`src/rtl/mem_access_stage.sv`:
```
// Memory-access pipeline stage: request/ack data-memory handshake with timeout, byte-lane steering,
// load extension and write-back select. Optional misalignment trap under `MEM_ALIGN_CHECK_EN.
module mem_access_stage #(
    parameter int TIMEOUT = 15
) (
    input  logic        Clk,
    input  logic        Reset,
    input  logic        memReadIn,
    input  logic        memWriteIn,
    input  logic [1:0]  memSizeIn,
    input  logic        loadUnsignedIn,
    input  logic        memToRegIn,
    input  logic        regwriteIn,
    input  logic [4:0]  registerIn,
    input  logic [31:0] PCNEWIn,
    input  logic [31:0] aluResultIn,
    input  logic [31:0] storeDataIn,
    output logic        memReq,
    output logic        memWe,
    output logic [31:0] memAddr,
    output logic [3:0]  memBe,
    output logic [31:0] memWData,
    input  logic [31:0] memRData,
    input  logic        memAck,
    output logic        stall,
    output logic        busErr,
    output logic        alignErr,
    output logic        regwriteOut,
    output logic [31:0] writeDataOut,
    output logic [4:0]  registerOut,
    output logic [31:0] PCNEWOut
);

    typedef enum logic {S_IDLE, S_WAIT} state_t;

    localparam logic [7:0] TO_LIMIT = 8'(TIMEOUT);

    state_t      state, state_n;
    logic [7:0]  wcnt, wcnt_n;
    logic        mem_op;
    logic        misaligned;
    logic        align_trap;
    logic [1:0]  lane_off;
    logic [3:0]  lane_be;
    logic [31:0] load_val;

    // Lane offset in bytes; half and word accesses drop the low address bits they cannot use.
    function automatic logic [1:0] lane_offset(input logic [1:0] size, input logic [1:0] a);
        case (size)
            2'b00:   lane_offset = a;
            2'b01:   lane_offset = {a[1], 1'b0};
            default: lane_offset = 2'b00;
        endcase
    endfunction

    function automatic logic [31:0] load_extend(input logic [31:0] rdata, input logic [1:0] size,
                                                input logic [1:0] off, input logic uns);
        logic [31:0]        sh;
        logic signed [7:0]  b;
        logic signed [15:0] h;
        logic signed [31:0] sx;
        sh = rdata >> {off, 3'b000};
        b  = sh[7:0];
        h  = sh[15:0];
        case (size)
            2'b00: begin
                sx = b;
                load_extend = uns ? {24'd0, sh[7:0]} : sx;
            end
            2'b01: begin
                sx = h;
                load_extend = uns ? {16'd0, sh[15:0]} : sx;
            end
            default: load_extend = sh;
        endcase
    endfunction

    assign mem_op   = memReadIn | memWriteIn;
    assign lane_off = lane_offset(memSizeIn, aluResultIn[1:0]);

    always_comb begin
        case (memSizeIn)
            2'b00:   lane_be = 4'b0001 << lane_off;
            2'b01:   lane_be = 4'b0011 << lane_off;
            default: lane_be = 4'b1111;
        endcase
    end

`ifdef MEM_ALIGN_CHECK_EN
    assign misaligned = (memSizeIn == 2'b01) ? aluResultIn[0] :
                        (memSizeIn[1])       ? (aluResultIn[1:0] != 2'b00) : 1'b0;
`else
    assign misaligned = 1'b0;
`endif

    assign load_val     = load_extend(memRData, memSizeIn, lane_off, loadUnsignedIn);
    assign memAddr      = {aluResultIn[31:2], 2'b00};
    assign memWData     = (memSizeIn == 2'b00) ? {4{storeDataIn[7:0]}} :
                          (memSizeIn == 2'b01) ? {2{storeDataIn[15:0]}} : storeDataIn;
    assign memWe        = Reset & memWriteIn & ~memReadIn;
    assign memBe        = Reset ? lane_be : 4'b0000;
    assign writeDataOut = memToRegIn ? load_val : aluResultIn;
    assign registerOut  = registerIn;
    assign PCNEWOut     = PCNEWIn;
    assign alignErr     = align_trap;

    always_comb begin
        state_n     = state;
        wcnt_n      = wcnt;
        memReq      = 1'b0;
        stall       = 1'b0;
        busErr      = 1'b0;
        align_trap  = 1'b0;
        regwriteOut = 1'b0;
        if (Reset) begin
            case (state)
                S_IDLE: begin
                    if (!mem_op) begin
                        regwriteOut = regwriteIn;
                    end else if (misaligned) begin
                        align_trap = 1'b1;
                    end else begin
                        memReq = 1'b1;
                        if (memAck) begin
                            regwriteOut = regwriteIn;
                        end else begin
                            stall   = 1'b1;
                            state_n = S_WAIT;
                            wcnt_n  = 8'd1;
                        end
                    end
                end
                S_WAIT: begin
                    // Ack wins over timeout when they land in the same cycle.
                    if (memAck) begin
                        memReq      = 1'b1;
                        regwriteOut = regwriteIn;
                        state_n     = S_IDLE;
                    end else if (wcnt == TO_LIMIT) begin
                        busErr  = 1'b1;
                        state_n = S_IDLE;
                        wcnt_n  = 8'd0;
                    end else begin
                        memReq = 1'b1;
                        stall  = 1'b1;
                        wcnt_n = wcnt + 8'd1;
                    end
                end
                default: state_n = S_IDLE;
            endcase
        end
    end

    always_ff @(posedge Clk) begin
        if (!Reset) begin
            state <= S_IDLE;
            wcnt  <= 8'd0;
        end else begin
            state <= state_n;
            wcnt  <= wcnt_n;
        end
    end

endmodule

```
`config.mk`:
```
export PLATFORM = sky130hd
export DESIGN_NAME = mem_access_stage
export DESIGN_NICKNAME = d
export VERILOG_FILES = /design/src/rtl/mem_access_stage.sv
export SDC_FILE = /design/constraint.sdc
export NUM_CORES = 1
export LEC_CHECK = 0
export BUFFER_PORTS_ARGS = -buffer_cell sky130_fd_sc_hd__buf_2
export CAP_MARGIN = 40
export CELL_PAD_IN_SITES_DETAIL_PLACEMENT = 0
export CELL_PAD_IN_SITES_GLOBAL_PLACEMENT = 1
export CORE_AREA = 2 2 111 113
export DETAILED_ROUTE_END_ITERATION = 6
export DIE_AREA = 0 0 113 115
export GPL_ROUTABILITY_DRIVEN = 0
export MAX_ROUTING_LAYER = met4
export PLACE_DENSITY_LB_ADDON = 0.08
export SLEW_MARGIN = 20
export SYNTH_ARGS = -nofsm -noshare
export SYNTH_HDL_FRONTEND = slang
export SYNTH_SLANG_ARGS = --single-unit
export TNS_END_PERCENT = 100
```
`constraint.sdc`:
```
create_clock -name Clk -period 4.15 [get_ports Clk]
set_input_delay 0.415 -clock Clk [delete_from_list [all_inputs] [get_ports Clk]]
set_output_delay 0.415 -clock Clk [all_outputs]
set_load 0.05 [all_outputs]
```
======== Word level (Yosys, flattened, before mapping) ========
Index checks and enable logic that the tools add are counted.
operators by class
  shift operators ......................... 3
  equality and inequality tests ........... 5
  multiplexer cells ....................... 32
  add/sub/neg operators ................... 1
  reduce and logical (&&, ||, !) cells .... 2
  bitwise operators ....................... 5
operators with widths
  operator                                                                count
  32-bit 2-to-1 mux                                                       5
  32-bit case mux with 2 select lines                                     1
  8-bit 2-to-1 mux                                                        4
  32-bit by 5-bit right shift with 32-bit output                          1
  8-bit case mux with 2 select lines                                      1
  1-bit 2-to-1 mux                                                        15
  8-bit by 1-bit adder with 8-bit output (second input constant)          1
  8-bit by 4-bit equality test with 1-bit output (second input constant)  1
  4-bit case mux with 2 select lines                                      1
  2-bit != test (second input constant)                                   3
  1-bit case mux with 2 select lines                                      3
  4-bit 2-to-1 mux                                                        1
  2-bit case mux with 2 select lines                                      1
  1-bit by 2-bit left shift with 4-bit output (first input constant)      1
  2-bit by 2-bit left shift with 4-bit output (first input constant)      1
  3-bit AND reduction                                                     1
  1-bit bitwise AND                                                       2
  2-bit by 1-bit equality test with 1-bit output (second input constant)  1
  2-bit zero test                                                         1
  1-bit NOT                                                               2
  1-bit OR                                                                1
storage, ports and cells
  register bits ........................... 9
  word-level logic and storage cells ...... 50
  input bits .............................. 143
  output and inout bits ................... 143

======== Longest topological paths before layout ========
Gate-level depths: netlist (run 1).
  depth in word-level cells ............... 6
  mapped depth ............................ 7
  gate-level depth less buffers ........... 5

======== Worst setup path before layout (run 1) ========
Ideal clock, no wire load.
  kind .................................... input to output
  from .................................... input memSizeIn[0]
  to ...................................... output writeDataOut[15]
  slack ................................... 1.356 ns
  buffers on the path ..................... 3
  stages .................................. 6
  required time ........................... 3.735 ns
  arrival ................................. 2.379 ns
  cells stage by stage .................... buf_6 nor3_1 a222oi_1 buf_2 buf_2 o21ai_0
between the ends
  longest elaborated chain between the ends .. 6
  elaborated cells between the ends (all ways) .. 8
  those cells by class .................... 1 x eq/ne; 1 x shift; 5 x mux; 1 x reduce/logical
ends and longest elaborated chain
  element                                                                            RTL line  text
  start, declared                                                                    10        input logic [1:0] memSizeIn,
  2-bit by 1-bit equality test with 1-bit output or 2-bit zero test (tied branches)  49, 65
  2-bit case mux with 2 select lines                                                 49        case (size)
  32-bit by 5-bit right shift with 32-bit output                                     62        sh = rdata >> {off, 3'b000};
  32-bit 2-to-1 mux (on tied branches)                                               72, 68
  32-bit case mux with 2 select lines (*)                                            65        case (size)
  32-bit 2-to-1 mux (*)                                                              102       assign writeDataOut = memToRegIn ? load_val : aluResultIn;
  end, declared                                                                      29        output logic [31:0] writeDataOut,
Mark *: on every way between the ends. The rest lies on a longest branch, timed or not.

======== Worst setup path in the final report (run 1) ========
  from .................................... input memSizeIn[0]
  to ...................................... output writeDataOut[6]
Same word-level chain as after synthesis.

==> results of run 1 <==
## cell families after synthesis
group,count (synthesis),share of synthesized area
buf+inv,105,0.282
simple gates,109,0.200
xor+xnor,5,0.0175
compound gates,73,0.194
flops,9,0.0718
fa+ha+maj,1,0.00499
other cells,1,0.00149
mux,46,0.228
## worst max-delay path: cells and delay by family
family,cells,cell delay [ns]
buf+inv,2,0.58
mux,2,0.85
simple gates,1,0.54
## worst max path at each step
stage,depth (start not counted),slack (ns),end,startpoint
finish,5,1.34,writeDataOut[6],memSizeIn[0]
global route,7,1.13,writeDataOut[13],memSizeIn[1]
CTS,5,1.29,writeDataOut[6],memSizeIn[0]
detailed placement,5,1.30,writeDataOut[6],memSizeIn[0]
global placement,5,1.33,writeDataOut[6],memSizeIn[0]
floorplan,6,1.36,writeDataOut[15],memSizeIn[0]
## registers in the layout, summed over array words and instances, names as in the netlist
name   count
wcnt       8
state      1
## cells in the mapped netlist (all sizes together), types with 2 or more instances
master and n:
a211oi 2, a21oi 22, a222oi 2, and3 2
buf 84, clkbuf 17, dfxtp 9, inv 4
mux2 24, mux2i 17, mux4 5, nand2 45
nand2b 8, nand3 3, nor2 30, nor2b 4
nor3 8, nor4 2, nor4b 2, o21ai 17
o221ai 7, o22ai 2, o32ai 16, xnor2 5
## area by class of cell
type,instances,area share
clock buffer,4,0.0247
inverter,4,0.00471
multi-input combinational,237,0.514
sequential,9,0.0565
tap,147,0.0577
timing repair buffer,215,0.342
## metal layers
layer | vias to the layer above | routed length, µm | global-route usage
li1 | 1407 | - | -
met4 | 0 | 206 | 0.0398
met2 | 122 | 4830 | 0.239
met1 | 1273 | 4180 | 0.188
met3 | 20 | 592 | 0.0153
met5 | - | 0 | -
## through the flow
step,hold slack (ns),setup WS (ns)
after floorplan,0.449,1.36
after global placement,0.472,1.33
after detailed placement,0.483,1.30
after CTS,0.479,1.29
after global routing,0.497,1.13
final,0.485,1.34
## power breakdown
part / switching, µW / total, µW / internal, µW / leakage (µW)
sequential: 1.72 / 90.1 / 88.4 / 0.0000730
clock: 43.4 / 172 / 129 / 0.0000382
combinational: 428 / 589 / 161 / 0.00154
total: 473 / 851 / 378 / 0.00165
## cells in the final DEF, fill, tap and decap left out, types with 4 or more instances in the layout
| master | netlist | routed |
|---|---|---|
| nor2_1 | 30 | 30 |
| buf_4 | 78 | 6 |
| xnor2_1 | 5 | 5 |
| o21ai_0 | 16 | 16 |
| o32ai_1 | 16 | 16 |
| inv_1 | 4 | 4 |
| a21oi_1 | 22 | 22 |
| nor3_1 | 7 | 7 |
| o221ai_1 | 7 | 7 |
| mux2_4 | 5 | 5 |
| nand2b_1 | 8 | 8 |
| mux4_2 | 5 | 5 |
| nor2b_1 | 4 | 4 |
| nand2_1 | 45 | 45 |
| dfxtp_1 | 9 | 9 |
| buf_2 | 4 | 209 |
| mux2_2 | 19 | 19 |
| mux2i_1 | 17 | 17 |
==> metrics.cfg, run 1 <==
[run_status]
outcome = complete, but fails checks
violations = design-rule violations

[sta]
max_freq_mhz = 356
setup_viol = 0
rsz0062_at_grt = no
hold_viol_final = 0
timing.slew.headroom = 0.471
worst_pin_slew_ns = 0.793
finalCriticalPeriod_ns = 2.81
fin_skew_ns = 0.00230
layout_worst_path_cycle_share = 0.676
timing.final.max_slew_violations = 0
setup_tns_ns = 0

[yosys]
ys_warn_count = 0
synth_top_cell_area_share = 0.233
yosysUniqueCellTypes = 42
netlist_instances = 349
yosysSeqAreaShare = 0.0718
synthArstFlopShare = 0
yosysTopAreaCell = buf_4
ys_seq_elements = 9
syn-cell-area_um2 = 2510
synth-edff-count = 0
postSynthAreaPerCell_um2 = 7.19
ys.flop_type = dfxtp_1
synth_area_leaders = buf_4, mux2_2, dfxtp_1

[routing]
wirelength_mm = 9.81
postRouteAntennaNets = 0
drt_pre_antenna_iters = 7
first_iter_violations = 168
vias_per_cell = 4.58
drcViolationCount = 13
dr_total_vias = 2822
wl_per_cell_um = 15.9

[layout]
drive_gt1_frac = 0.533
area_growth_pct = 27.0
seqCellArea_um2 = 180
fill_cells = 1348
final_cells = 616
nets = 614
multi_input_area_um2 = 1640
fin_util = 0.270
finalInstanceArea_um2 = 3190
n_antenna_cell = 0

[floorplanning]
die_h_um = 115
initial_core_util = 0.212
row_count = 40
coreArea_um2 = 11800
ios = 286
die-area_um2 = 13000
die_w_um = 113

[worst_setup_path]
cp-start-kind = primary input
critPathKind = primary input to output port
worst_path_most_repeated_cell = buf_2
cp_slowest_cell = mux4_2
reg2reg_from = state
worst-path-max-fanout = 19
reg2reg_depth = 5
r2r-end = wcnt[5]
crit_path_cell_trace = buf_2 > or3b_1 > mux4_2 > mux2_4 > buf_2
critPathCaptureType = output port
required_ns = 3.73
arrival_ns = 2.39
regToRegSetupSlack_ns = 2.40
slowest_delay_ns = 0.58

[pwr]
total_power_uw = 851
power.leakage_uw = 0.00165
powerDensity_nw_per_um2 = 267
irDropWorstVdd_mv = 0.138

[min_path]
hold_class = primary input to flop
whs_path_depth = 2
hold_end = wcnt[0]
min_from = Reset

[global_routing]
grt_pass1_vias = 2690
grt_overflow_total = 0
grt_start_max_net_pins = 47
antenna_found_initial = 0
track_usage = 0.144
grt_pass1_wl_mm = 14.7

[clock_network]
clkSlewWorstSetupHoldPaths_ns = 0.04
ctsHoldBuffers = 0
clock_path_buffers = 2
cts_tree = yes
insertion_delay_ns = 0.23
cts_num_sinks = 9
cts_buffers = 3
cts_root_buf = clkbuf_16
cts_resized = 0
htreeDepth = 1
postCtsSetupRepairBufs = 0

[job]
maxCapViolCount = 0

[place]
io_buffers = 208
dp_hpwl_mm = 7.94
place_area_um2 = 3100
placed_cells = 611

Note: power is estimated with default switching activity, not from simulation.
==> run 2: changes to the inputs <==
CORE_AREA = unset   (was 2 2 111 113)
CORE_UTILIZATION = 19   (was unset)
DIE_AREA = unset   (was 0 0 113 115)
clock period = 2.4 ns   (was 4.15 ns; I/O delays follow)
==> run 2 against run 1 <==
The flow now finishes without violations. First-iteration DRC count shrank 36%. Routed wire length is 4.9% higher. Register-to-register slack got worse by 1.7 ns. Clock skew fell by 0.0011 ns. Combinational power rose by 78%. Final cell count is 5.0% higher. Hold slack worse by 0.17 ns. Sequential share of layout area down 0.24 points. Utilization down 0.80 points. Global-route usage increased by 0.47 points. Critical endpoint is now writeDataOut[14]. Largest power group unchanged. Highest routed layer unchanged.
==> metrics.cfg, run 2 (synthesized netlist as in run 1, its figures left out) <==
[run_status]
outcome = finished, final reports clean  ; was complete, but fails checks

[pwr]
irDropWorstVdd_mv = 0.173  ; was 0.138 mV
powerDensity_nw_per_um2 = 449  ; was 267 nW/µm²
combPwrFrac = 0.702  ; was 0.692
p_switching_uw = 823  ; was 473 µW
p_sw_frac = 0.550  ; was 0.556
power.leakage_uw = 0.00170  ; was 0.00165 µW
power.share.sequential = 0.104  ; was 0.106
p_int_uw = 674  ; was 378 µW
pwr-share-clk = 0.194  ; was 0.202

[min_path]
min_from = Reset  ; unchanged
whs_path_depth = 2  ; unchanged
hold_end = wcnt[0]  ; unchanged
hold_class = primary input to flop  ; unchanged

[routing]
drt_pre_antenna_iters = 4  ; was 7
dr_total_vias = 2884  ; was 2822
wl_met1_mm = 4.54  ; was 4.18 mm
dr_wl_met3_um = 518  ; was 592 µm
drcViolationCount = 0  ; was 13
wirelength_mm = 10.3  ; was 9.81 mm
wl_per_cell_um = 15.9  ; about the same
vias_per_cell = 4.46  ; was 4.58
routed.top_layer = met4  ; unchanged
postRouteAntennaNets = 0  ; unchanged
first_iter_violations = 108  ; was 168
met2_length_mm = 5.09  ; was 4.83 mm

[sta]
hold_viol_final = 0  ; unchanged
rsz0062_at_grt = no  ; unchanged
whs_ns = 0.312  ; was 0.485 ns
timing.final.max_slew_violations = 0  ; unchanged
fin_skew_ns = 0.00121  ; was 0.00230 ns
max_freq_mhz = 448
finalCriticalPeriod_ns = 2.23
setup_viol = 0  ; unchanged
timing.slew.headroom = 0.571  ; was 0.471
setup_tns_ns = 0  ; unchanged
layout_worst_path_cycle_share = 0.930
worst_pin_slew_ns = 0.638  ; was 0.793 ns

[layout]
final_common_cell = buf_2  ; unchanged
area_growth_pct = 32.8  ; was 27.0%
largest_register_ffs = 8  ; unchanged
n_antenna_cell = 0  ; unchanged
nets = 620  ; was 614
finalInstanceArea_um2 = 3330  ; was 3190 µm²
drive_gt1_frac = 0.539  ; was 0.533
layout_common_cells = buf_2, nand2_1, nor2_1, a21oi_1, mux2_2  ; unchanged
regMostFlops = wcnt  ; unchanged
reg_top3 = wcnt x8, state x1  ; unchanged
fin_util = 0.262  ; was 0.270

[worst_setup_path]
reg2reg_depth = 4  ; was 5
critPathCaptureType = output port  ; unchanged
arrival_ns = 1.99  ; was 2.39 ns
cp-startpoint = memSizeIn[0]  ; unchanged
critPathKind = primary input to output port  ; unchanged
worst-path-max-fanout = 25  ; was 19
reg2reg_from = wcnt[4]  ; was state
cp-start-kind = primary input  ; unchanged
required_ns = 2.16  ; was 3.73 ns
regToRegSetupSlack_ns = 0.75  ; was 2.40 ns
r2r-end = wcnt[6]  ; was wcnt[5]

[global_routing]
grt_overflow_total = 0  ; unchanged
antenna_found_initial = 0  ; unchanged
grt_pass1_vias = 2822  ; was 2690
track_usage = 0.149  ; was 0.144
grt_pass1_wl_mm = 15.2  ; was 14.7 mm
grt_start_max_net_pins = 52  ; was 47

[floorplanning]
die_h_um = 117  ; was 115 µm
initial_core_util = 0.197  ; was 0.212
die_w_um = 117  ; was 113 µm
ios = 286  ; unchanged
die-area_um2 = 13700  ; was 13000 µm²
coreArea_um2 = 12700  ; was 11800 µm²
row_count = 41  ; was 40

[clock_network]
cts_tree = yes  ; unchanged
htreeDepth = 1  ; unchanged
insertion_delay_ns = 0.23  ; about the same
cts_num_sinks = 9  ; unchanged
cts_root_buf = clkbuf_16  ; unchanged
ctsHoldBuffers = 0  ; unchanged
clock_path_buffers = 2  ; unchanged
clkSlewWorstSetupHoldPaths_ns = 0.04  ; about the same
cts_buffers = 3  ; unchanged

[job]
maxCapViolCount = 0  ; unchanged

[place]
dp_hpwl_mm = 8.38  ; was 7.94 mm
io_buffers = 208  ; unchanged
place_area_um2 = 3250  ; was 3100 µm²

run 2: area by class of cell:
class                   count  area (µm²)
flip-flops and latches      9         180
well taps                 172         215
clock buffers               4        78.8
inverters                   4        15.0
fillers                  1508        9390
multi-input cells         237        1640
repair buffers            221        1200
run 2: power by group through the flow:
stage	Combinational (µW)	Sequential, µW	Clock (µW)
global placement	1060	158	0
global route	1120	156	305
CTS	1070	155	296
floorplan	955	157	0
detailed placement	1060	158	0
finish	1050	156	290
run 2: what timing repair did:
| action | in CTS | in global routing |
|---|---|---|
| setup endpoints to repair | 0 | 3 |
| resized for setup | 0 | 0 |
| buffers inserted | 0 | 0 |
run 2: how the worst max path moves through the flow:
stage | to | depth (start not counted)
2_1_floorplan | writeDataOut[0] | 6
3_3_place_gp | writeDataOut[14] | 7
3_5_place_dp | writeDataOut[14] | 7
4_1_cts | writeDataOut[14] | 7
5_1_grt | writeDataOut[8] | 7
6_report | writeDataOut[14] | 7
run 2: stage by stage:
| stage | total power [µW] | worst slack [ns] | instances |
|---|---|---|---|
| 5_1_grt | 1580 | 0.0110 | 647 |
| 3_3_place_gp | 1220 | 0.162 | 643 |
| 2_1_floorplan | 1110 | 0.106 | 351 |
| 3_5_place_dp | 1220 | 0.150 | 643 |
| 4_1_cts | 1520 | 0.129 | 647 |
| 6_report | 1500 | 0.169 | 647 |
run 2: worst max-delay path: stages:
cell      delay [ns]
buf_2           0.14
nor2b_1         0.16
mux2_2          0.35
a222oi_1        0.44
buf_12          0.24
o221ai_1        0.20
buf_12          0.22
run 2: layer usage:
layer | track usage | vias up
met2 | 0.258 | 116
met5 | - | -
met4 | 0.0312 | 0
met3 | 0.00875 | 18
li1 | - | 1420
met1 | 0.191 | 1330
